File: src/rtl/pmod_ssd_capture_if.sv
// Signal bundle between a PmodSSD transmitter (or loopback source) and the capture monitor.
`timescale 1ns / 1ps

interface pmod_ssd_capture_if;
    logic [7:0] i_ssd_pmod;
    logic [7:0] o_value;
    logic       o_valid;
    logic       o_seg_err;
    logic [7:0] o_err_count;
    logic       o_timeout;
    logic       o_locked;

    modport master (
        output i_ssd_pmod,
        input  o_value,
        input  o_valid,
        input  o_seg_err,
        input  o_err_count,
        input  o_timeout,
        input  o_locked
    );

    modport slave (
        input  i_ssd_pmod,
        output o_value,
        output o_valid,
        output o_seg_err,
        output o_err_count,
        output o_timeout,
        output o_locked
    );
endinterface

File: src/rtl/pmod_ssd_capture.sv
// Receive-side PmodSSD monitor: synchronizes and debounces the bus, decodes both digits back to
// a byte, counts illegal patterns and flags loss of digit-select multiplexing.
`timescale 1ns / 1ps

module pmod_ssd_capture #(
    parameter int unsigned SETTLE_CYCLES  = 16,
    parameter int unsigned TIMEOUT_CYCLES = 600000
) (
    input logic               i_clk_20mhz,
    input logic               i_rst_20mhz_n,
    pmod_ssd_capture_if.slave bus
);
    localparam int unsigned    ToW       = $clog2(TIMEOUT_CYCLES + 1);
    localparam logic [7:0]     SettleMax = 8'(SETTLE_CYCLES);
    localparam logic [ToW-1:0] ToMax     = ToW'(TIMEOUT_CYCLES);
    localparam logic [ToW-1:0] ToLast    = ToW'(TIMEOUT_CYCLES - 1);

    typedef enum logic {S_HUNT, S_GOT1} state_e;

    logic [7:0]     sync1_q, sync2_q, prev_q, last_acc_q;
    logic [7:0]     stab_q, stab_d;
    logic [ToW-1:0] to_q, to_d;
    state_e         state_q, state_d;
    logic [3:0]     left_q, left_d;
    logic [7:0]     value_q, value_d;
    logic           valid_q, valid_d;
    logic           seg_err_q, seg_err_d;
    logic [7:0]     err_cnt_q, err_cnt_d;
    logic           timeout_q, timeout_d;
    logic           locked_q, locked_d;

    logic       accept, toggle, expire;
    logic       seg_blank, seg_illegal;
    logic [3:0] digit;

    always_comb begin
        digit       = 4'h0;
        seg_blank   = 1'b0;
        seg_illegal = 1'b0;
        case (sync2_q[6:0])
            7'h3F:   digit = 4'h0;
            7'h06:   digit = 4'h1;
            7'h5B:   digit = 4'h2;
            7'h4F:   digit = 4'h3;
            7'h66:   digit = 4'h4;
            7'h6D:   digit = 4'h5;
            7'h7D:   digit = 4'h6;
            7'h07:   digit = 4'h7;
            7'h7F:   digit = 4'h8;
            7'h67:   digit = 4'h9;
            7'h77:   digit = 4'hA;
            7'h7C:   digit = 4'hB;
            7'h39:   digit = 4'hC;
            7'h5E:   digit = 4'hD;
            7'h79:   digit = 4'hE;
            7'h71:   digit = 4'hF;
            7'h00:   seg_blank = 1'b1;
            default: seg_illegal = 1'b1;
        endcase
    end

    // Accept fires once per stable run, on the cycle the counter first reaches its limit.
    always_comb begin
        stab_d = stab_q;
        if (sync2_q != prev_q) begin
            stab_d = '0;
        end else if (stab_q != SettleMax) begin
            stab_d = stab_q + 8'd1;
        end
        accept = (stab_d == SettleMax) && (stab_q != SettleMax) && (sync2_q != last_acc_q);
        toggle = accept && (sync2_q[7] != last_acc_q[7]);
        expire = !toggle && (to_q == ToLast);
        if (toggle) begin
            to_d = '0;
        end else if (to_q == ToMax) begin
            to_d = to_q;
        end else begin
            to_d = to_q + ToW'(1);
        end
    end

    always_comb begin
        state_d   = state_q;
        left_d    = left_q;
        value_d   = value_q;
        valid_d   = 1'b0;
        seg_err_d = 1'b0;
        err_cnt_d = err_cnt_q;
        timeout_d = timeout_q;
        locked_d  = locked_q;
        if (accept) begin
            if (seg_illegal) begin
                seg_err_d = 1'b1;
                if (err_cnt_q != 8'hFF) begin
                    err_cnt_d = err_cnt_q + 8'd1;
                end
                state_d = S_HUNT;
            end else if (seg_blank) begin
                state_d = S_HUNT;
            end else if (sync2_q[7]) begin
                left_d  = digit;
                state_d = S_GOT1;
            end else if (state_q == S_GOT1) begin
                value_d  = {left_q, digit};
                valid_d  = 1'b1;
                locked_d = 1'b1;
                state_d  = S_HUNT;
            end
        end
        if (toggle) begin
            timeout_d = 1'b0;
        end
        if (expire) begin
            timeout_d = 1'b1;
            locked_d  = 1'b0;
            state_d   = S_HUNT;
        end
    end

    always_ff @(posedge i_clk_20mhz or negedge i_rst_20mhz_n) begin
        if (!i_rst_20mhz_n) begin
            sync1_q    <= 8'h00;
            sync2_q    <= 8'h00;
            prev_q     <= 8'h00;
            last_acc_q <= 8'h00;
            stab_q     <= '0;
            to_q       <= '0;
        end else begin
            sync1_q <= bus.i_ssd_pmod;
            sync2_q <= sync1_q;
            prev_q  <= sync2_q;
            stab_q  <= stab_d;
            to_q    <= to_d;
            if (accept) begin
                last_acc_q <= sync2_q;
            end
        end
    end

    always_ff @(posedge i_clk_20mhz or negedge i_rst_20mhz_n) begin
        if (!i_rst_20mhz_n) begin
            state_q   <= S_HUNT;
            left_q    <= 4'h0;
            value_q   <= 8'h00;
            valid_q   <= 1'b0;
            seg_err_q <= 1'b0;
            err_cnt_q <= 8'h00;
            timeout_q <= 1'b0;
            locked_q  <= 1'b0;
        end else begin
            state_q   <= state_d;
            left_q    <= left_d;
            value_q   <= value_d;
            valid_q   <= valid_d;
            seg_err_q <= seg_err_d;
            err_cnt_q <= err_cnt_d;
            timeout_q <= timeout_d;
            locked_q  <= locked_d;
        end
    end

    assign bus.o_value     = value_q;
    assign bus.o_valid     = valid_q;
    assign bus.o_seg_err   = seg_err_q;
    assign bus.o_err_count = err_cnt_q;
    assign bus.o_timeout   = timeout_q;
    assign bus.o_locked    = locked_q;
endmodule

File: src/flat_wrapper.sv
// flat-port wrapper written by rule: the top's interface ports become plain ports
module pmod_ssd_capture_flat 
#(
    parameter int unsigned SETTLE_CYCLES  = 16,
    parameter int unsigned TIMEOUT_CYCLES = 600000
)
  (i_clk_20mhz, i_rst_20mhz_n, bus_i_ssd_pmod, bus_o_value, bus_o_valid, bus_o_seg_err, bus_o_err_count, bus_o_timeout, bus_o_locked);
  pmod_ssd_capture_if bus_i ();
  input logic i_clk_20mhz;
  input logic i_rst_20mhz_n;
  input wire logic [$bits(bus_i.i_ssd_pmod)-1:0] bus_i_ssd_pmod;
  output wire logic [$bits(bus_i.o_value)-1:0] bus_o_value;
  output wire logic [$bits(bus_i.o_valid)-1:0] bus_o_valid;
  output wire logic [$bits(bus_i.o_seg_err)-1:0] bus_o_seg_err;
  output wire logic [$bits(bus_i.o_err_count)-1:0] bus_o_err_count;
  output wire logic [$bits(bus_i.o_timeout)-1:0] bus_o_timeout;
  output wire logic [$bits(bus_i.o_locked)-1:0] bus_o_locked;
  assign bus_i.i_ssd_pmod = bus_i_ssd_pmod;
  assign bus_o_value = bus_i.o_value;
  assign bus_o_valid = bus_i.o_valid;
  assign bus_o_seg_err = bus_i.o_seg_err;
  assign bus_o_err_count = bus_i.o_err_count;
  assign bus_o_timeout = bus_i.o_timeout;
  assign bus_o_locked = bus_i.o_locked;
  pmod_ssd_capture #(.SETTLE_CYCLES(SETTLE_CYCLES), .TIMEOUT_CYCLES(TIMEOUT_CYCLES)) u_core (.i_clk_20mhz(i_clk_20mhz), .i_rst_20mhz_n(i_rst_20mhz_n), .bus(bus_i));
endmodule
File: config.mk
export PLATFORM = sky130hd
export DESIGN_NAME = pmod_ssd_capture_flat
export DESIGN_NICKNAME = d
export VERILOG_FILES = /design/src/rtl/pmod_ssd_capture_if.sv /design/src/rtl/pmod_ssd_capture.sv /design/src/flat_wrapper.sv
export SDC_FILE = /design/constraint.sdc
export NUM_CORES = 1
export LEC_CHECK = 0
export ABC_AREA = 1
export BUFFER_PORTS_ARGS = -buffer_cell sky130_fd_sc_hd__buf_4
export CORE_UTILIZATION = 51
export DETAILED_ROUTE_END_ITERATION = 10
export PLACE_DENSITY = 0.81
export REMOVE_ABC_BUFFERS = 1
export SLEW_MARGIN = 20
export SYNTH_ARGS = -nofsm -noshare
export SYNTH_HDL_FRONTEND = slang
export SYNTH_SLANG_ARGS = --single-unit
File: constraint.sdc
create_clock -name i_clk_20mhz -period 4.3 [get_ports i_clk_20mhz]
set_input_delay 0.86 -clock i_clk_20mhz [delete_from_list [all_inputs] [get_ports i_clk_20mhz]]
set_output_delay 0.86 -clock i_clk_20mhz [all_outputs]
set_load 0.03 [all_outputs]
Word level (Yosys, flattened, before mapping)
Cells that the tools add are included.
{"block": "totals", "reg_bits": 85, "inputBits": 10, "word_cells": 88}
{"block": "classes", "n_addsub": 3, "eq_ne": 27, "muxes": 26, "n_bitwise": 3, "reduce_logical": 15}
{"op": "$eq A7 B7 Y1 const B", "count": 12}
{"op": "$pmux W4 S15", "count": 1}
{"op": "$eq A20 B20 Y1 const B", "count": 2}
{"op": "$mux W20", "count": 2}
{"op": "$mux W1", "count": 21}
{"op": "$add A20 B1 Y20 const B", "count": 1}
{"op": "$reduce_or A17 Y1", "count": 1}
{"op": "$add A8 B1 Y8 const B", "count": 2}
{"op": "$mux W8", "count": 2}
{"op": "$ne A8 B8 Y1", "count": 2}
{"op": "$eq A7 B3 Y1 const B", "count": 2}
{"op": "$eq A7 B6 Y1 const B", "count": 2}
{"op": "$reduce_and A5 Y1", "count": 2}
{"op": "$eq A8 B5 Y1 const B", "count": 1}
{"op": "$ne A8 B5 Y1 const B", "count": 1}
{"op": "$ne A8 B8 Y1 const B", "count": 1}
{"op": "$reduce_bool A2 Y1", "count": 4}
{"op": "$logic_not A7 Y1", "count": 1}
{"op": "$logic_and A1 B1 Y1", "count": 4}
{"op": "$ne A2 B1 Y1 const B", "count": 2}
{"op": "$reduce_and A4 Y1", "count": 1}
{"op": "$not A1 Y1", "count": 3}
{"op": "$reduce_and A3 Y1", "count": 1}
{"op": "$ne A2 B2 Y1 const B", "count": 1}
{"op": "2 further kinds", "count": 2}

Logic depth before layout (Yosys ltp)
{"block": "logic_depth", "ltp_word": 11, "mapped_depth": 16, "depth_no_buf": 15}

Worst setup path before layout
OpenSTA, ideal clock, no wires.
{"block": "synth_timing", "path_kind": "register to register", "from": "register u_core.stab_q[0]", "to": "register u_core.value_q[3], in the netlist u_core.bus.o_value[3]", "setup_time_ns": 0.121, "t_arrival_ns": 1.892, "slack_ns": 2.287, "path_stages_with_launch": 15, "path_buffers": 1, "period_less_slack_ns": 2.013, "cell_sequence": "dfrtp_1 -> inv_1 -> ha_1 -> nand2_1 -> nor2_2 -> nand2_2 -> nand3_2 -> clkinv_2 -> o21ai_0 -> nand3_2 -> nor2_4 -> nand2_4 -> buf_6 -> nand2_2 -> o21ai_2"}
{"block": "synth_via", "elab_chain_cells": 7}
{"element": "from (decl)", "line": "pmod_ssd_capture.sv:21", "rtl": "logic [7:0] stab_q, stab_d;"}
{"element": "from (signal assigned)", "line": "pmod_ssd_capture.sv:132", "rtl": "stab_q <= stab_d;"}
{"element": "$add A8 B1 Y8 or $ne A8 B5 Y1 (tied branches)", "line": "pmod_ssd_capture.sv:68, pmod_ssd_capture.sv:67, pmod_ssd_capture.sv:70"}
{"element": "$mux W8", "line": "pmod_ssd_capture.sv:67", "rtl": "end else if (stab_q != SettleMax) begin"}
{"element": "$mux W8", "line": "pmod_ssd_capture.sv:65", "rtl": "if (sync2_q != prev_q) begin"}
{"element": "$eq A8 B5 Y1", "line": "pmod_ssd_capture.sv:70", "rtl": "accept = (stab_d == SettleMax) && (stab_q != SettleMax) && (sync2_q != last_acc_q);"}
{"element": "$logic_and A1 B1 Y1 * (2 in series)", "line": "pmod_ssd_capture.sv:70"}
{"element": "$reduce_and A5 Y1 (no source line) *"}
{"element": "to (signal assigned)", "line": "pmod_ssd_capture.sv:153", "rtl": "value_q <= value_d;"}
{"element": "to (decl)", "line": "pmod_ssd_capture.sv:25", "rtl": "logic [7:0] value_q, value_d;"}
Every way passes the cells marked *; elsewhere a longest branch is shown, timed or not.
A chain may end at the register's enable or synchronous reset.

Final worst setup path
{"block": "layout_timing", "from": "register u_core.stab_q[0]", "to": "register u_core.err_cnt_q[7], in the netlist u_core.bus.o_err_count[7]"}
{"block": "layout_via", "elab_chain_cells": 7}
{"element": "$add A8 B1 Y8 or $ne A8 B5 Y1 (tied branches)", "line": "pmod_ssd_capture.sv:68, pmod_ssd_capture.sv:67, pmod_ssd_capture.sv:70"}
{"element": "$mux W8", "line": "pmod_ssd_capture.sv:67"}
{"element": "$mux W8", "line": "pmod_ssd_capture.sv:65"}
{"element": "$eq A8 B5 Y1", "line": "pmod_ssd_capture.sv:70"}
{"element": "$logic_and A1 B1 Y1 * (2 in series)", "line": "pmod_ssd_capture.sv:70"}
{"element": "$reduce_and A3 Y1 (no source line) *"}
{"element": "to (signal assigned)", "line": "pmod_ssd_capture.sv:156", "rtl": "err_cnt_q <= err_cnt_d;"}
{"element": "to (decl)", "line": "pmod_ssd_capture.sv:28", "rtl": "logic [7:0] err_cnt_q, err_cnt_d;"}
Marked as above.

==> results_dict.tcl <==
set metrics [dict create \
    hold_violations 0 \
    grt_pass1_wl_mm 15.77 \
    root_buffer "clkbuf_8" \
    die_h_um 96.19 \
    synth_top_area_cell "dfrtp_1" \
    slew_violations 0 \
    rsz0062_at_grt "no" \
    ant_nets 0 \
    post_drt_wl_per_cell_um 12.69 \
    io_pins 30 \
    synth_flop_cell "dfrtp_1" \
    worstReg2RegStart "u_core.stab_q[0]" \
    synth_edf_count 0 \
    async_flop_share_pct 100.0 \
    max_freq_mhz 414.5 \
    viasPerCell 5.119 \
    globalRouteOverflowTotal 0 \
    cts.sinks 85 \
    grt_max_degree 86 \
    drive_above_1_share_pct 15.95 \
    synth.distinct_cells 33 \
    clkTransAtPathRegs_ns 0.09 \
    finalWeightedCongestion 0.8902 \
    crit_type "reg2reg" \
    post_cts_buffers 0 \
    yosys_register_bits 85 \
    rows 33 \
    diodes 0 \
    setup_slack_ns 1.888 \
    r2r_end "u_core.bus.o_err_count[7]" \
    critPathRequiredTime_ns 4.56 \
    hold_class "reg2reg" \
    core_um2 8382 \
    outcome "finished, final reports clean" \
    vdd_drop_max_mv 0.1821 \
    min_to "u_core.sync2_q[7]" \
    reg2reg_slack_ns 1.89 \
    dieArea_um2 9252 \
    leakage_nw 2.688 \
    area_growth_pct 10.43 \
    dr.pass1.iters 7 \
    syn_avg_cell_area_um2 7.937 \
    ctsLongestPathBuffers 2 \
    dp_slack_ns 1.924 \
    setup_violations 0 \
    synth_area_um2 4524 \
    synth_top_area_share_pct 47.01 \
    drt-initial-drc-count 242 \
    skew_ns 0.008594 \
    grtUsageTotal_pct 22.41 \
    rr_worst_depth 15 \
    fillers 761 \
    cp_max_fo 18 \
    dp_hpwl_mm 6.645 \
    start_kind "flip-flop" \
    cts_buffers 9 \
    worstSkewPairLatency_ns 0.36 \
    relSlewSlack_pct 50.25 \
    p_per_area_nw_per_um2 284.6 \
    start_util_pct 53.98 \
    hold_depth 0 \
    grt_pass1_vias 3515 \
    yosysWarnings 0 \
    synthCells 570 \
    min_from "u_core.sync1_q[7]" \
    antenna_found_initial 0 \
    drc 0 \
    cts_hold_buf 0 \
    cp-end-kind "flip-flop" \
    maxCapViolations 0 \
    cts_tree "yes" \
    final.setup.tns_ns 0 \
    max_slew.worst_pin.slew_ns 0.7463 \
    die_w_um 96.19 \
    vias 3650 \
    htree_levels 3 \
    seq_area_frac_synth_pct 47.01 \
    period_share_pct 56.10 \
    wirelength_mm 9.050 \
    ctsResizeCount 0 \
    port_buffers 29 \
    crit_arrival_ns 2.67 \
    nets 618 \
    synthTopCellsByArea "dfrtp_1 47%, nand2_1 14%, inv_1 6.8%" \
    fin_crit_ns 2.412 \
]
==> kinds of logic after synthesis <==
logic type,synth area share (%)
AND/OR/NAND/NOR,34.49
buffers and inverters,9.237
flip-flops,47.01
AO/OA/AOI/OAI,3.623
XOR/XNOR,4.259
adder cells (fa/ha/maj),1.383
==> registers in the layout (all words and copies together) (netlist names), 8 cells and up <==
signal	flops
u_core.bus.o_value	8
u_core.sync2_q	8
u_core.bus.o_err_count	8
u_core.last_acc_q	8
u_core.to_q	20
u_core.prev_q	8
u_core.stab_q	8
u_core.sync1_q	8
==> worst max path at each step <==
stage	slack, ns	to	start
3_5_place_dp	1.92	u_core.bus.o_err_count[5]	u_core.stab_q[0]
3_3_place_gp	2.01	u_core.bus.o_err_count[2]	u_core.stab_q[0]
5_1_grt	1.65	u_core.bus.o_err_count[5]	u_core.stab_q[0]
6_report	1.89	u_core.bus.o_err_count[7]	u_core.stab_q[0]
2_1_floorplan	2.18	u_core.bus.o_err_count[5]	u_core.stab_q[0]
4_1_cts	1.91	u_core.bus.o_err_count[7]	u_core.stab_q[0]
==> cell usage after synthesis (7+ instances only) <==
library cell,n
nand2_1,164
dfrtp_1,85
inv_1,82
nand3_1,52
nor2_1,47
nor3_1,18
xor2_1,16
nand4_1,10
o21ai_2,10
inv_2,8
o21ai_0,8
nand2_2,7
nor2_2,7
==> per-layer routing <==
metal	track usage [%]	part of all wire, %	vias to the layer above
li1	-	-	1848
met1	29.50	46	1686
met2	36.41	48	97
met3	4.423	3.7	19
met4	8.706	1.9	0
met5	0	0	-
==> placed cells by master, fill, tap and decap left out, drive strengths merged, types with 6 or more instances in the layout <==
master / synthesis / routed
nand3: 58 / 58
nor2: 59 / 59
dfrtp: 85 / 85
nand2: 173 / 173
nand4: 12 / 12
inv: 91 / 96
o21ai: 21 / 21
buf: 7 / 29
xor2: 16 / 16
xnor2: 6 / 6
nor3: 20 / 20
clkbuf: 0 / 10
==> cell type report <==
class	instances	area, µm²	share of cell area, %
Multi-Input combinational cell	385	1979	39.62
Sequential cell	85	2127	42.57
Clock inverter	6	51.30	1.027
Timing Repair Buffer	29	221.5	4.433
Tap cell	105	131.4	2.630
Clock buffer	10	127.6	2.554
Inverter	93	357.8	7.163
==> through the flow <==
step                      power (mW)  instances  hold WS, ns  utilization, %  area (µm²)
after floorplan               0.8763        563       0.3312               -        4464
after global placement        0.9081        697       0.3332           57.43        4813
after detailed placement      0.9111        697       0.3347           57.43        4813
after CTS                      1.436        713       0.3527           59.56        4992
after global routing           1.486        713       0.3608           59.61        4996
final                          1.422        713       0.3524           59.61        4996
==> power breakdown <==
group | switching [mW] | internal [mW] | total [mW]
sequential | 0.0144 | 0.810 | 0.824
combinational | 0.0501 | 0.0204 | 0.0705
clock | 0.307 | 0.220 | 0.527
total | 0.371 | 1.05 | 1.42
==> critical path: stages (launching register included) <==
cell,delay (ns)
dfrtp_1,0.44
inv_1,0.11
ha_1,0.15
nand2_1,0.06
nor2_2,0.13
nand2_2,0.17
nand2_1,0.10
o21ai_1,0.06
nand2_1,0.11
nand2_1,0.07
nor2_2,0.15
nand4_4,0.32
clkinv_4,0.21
nand2_4,0.10
nand2_1,0.08
nand2_1,0.05
(Power assumes the default switching activity.)
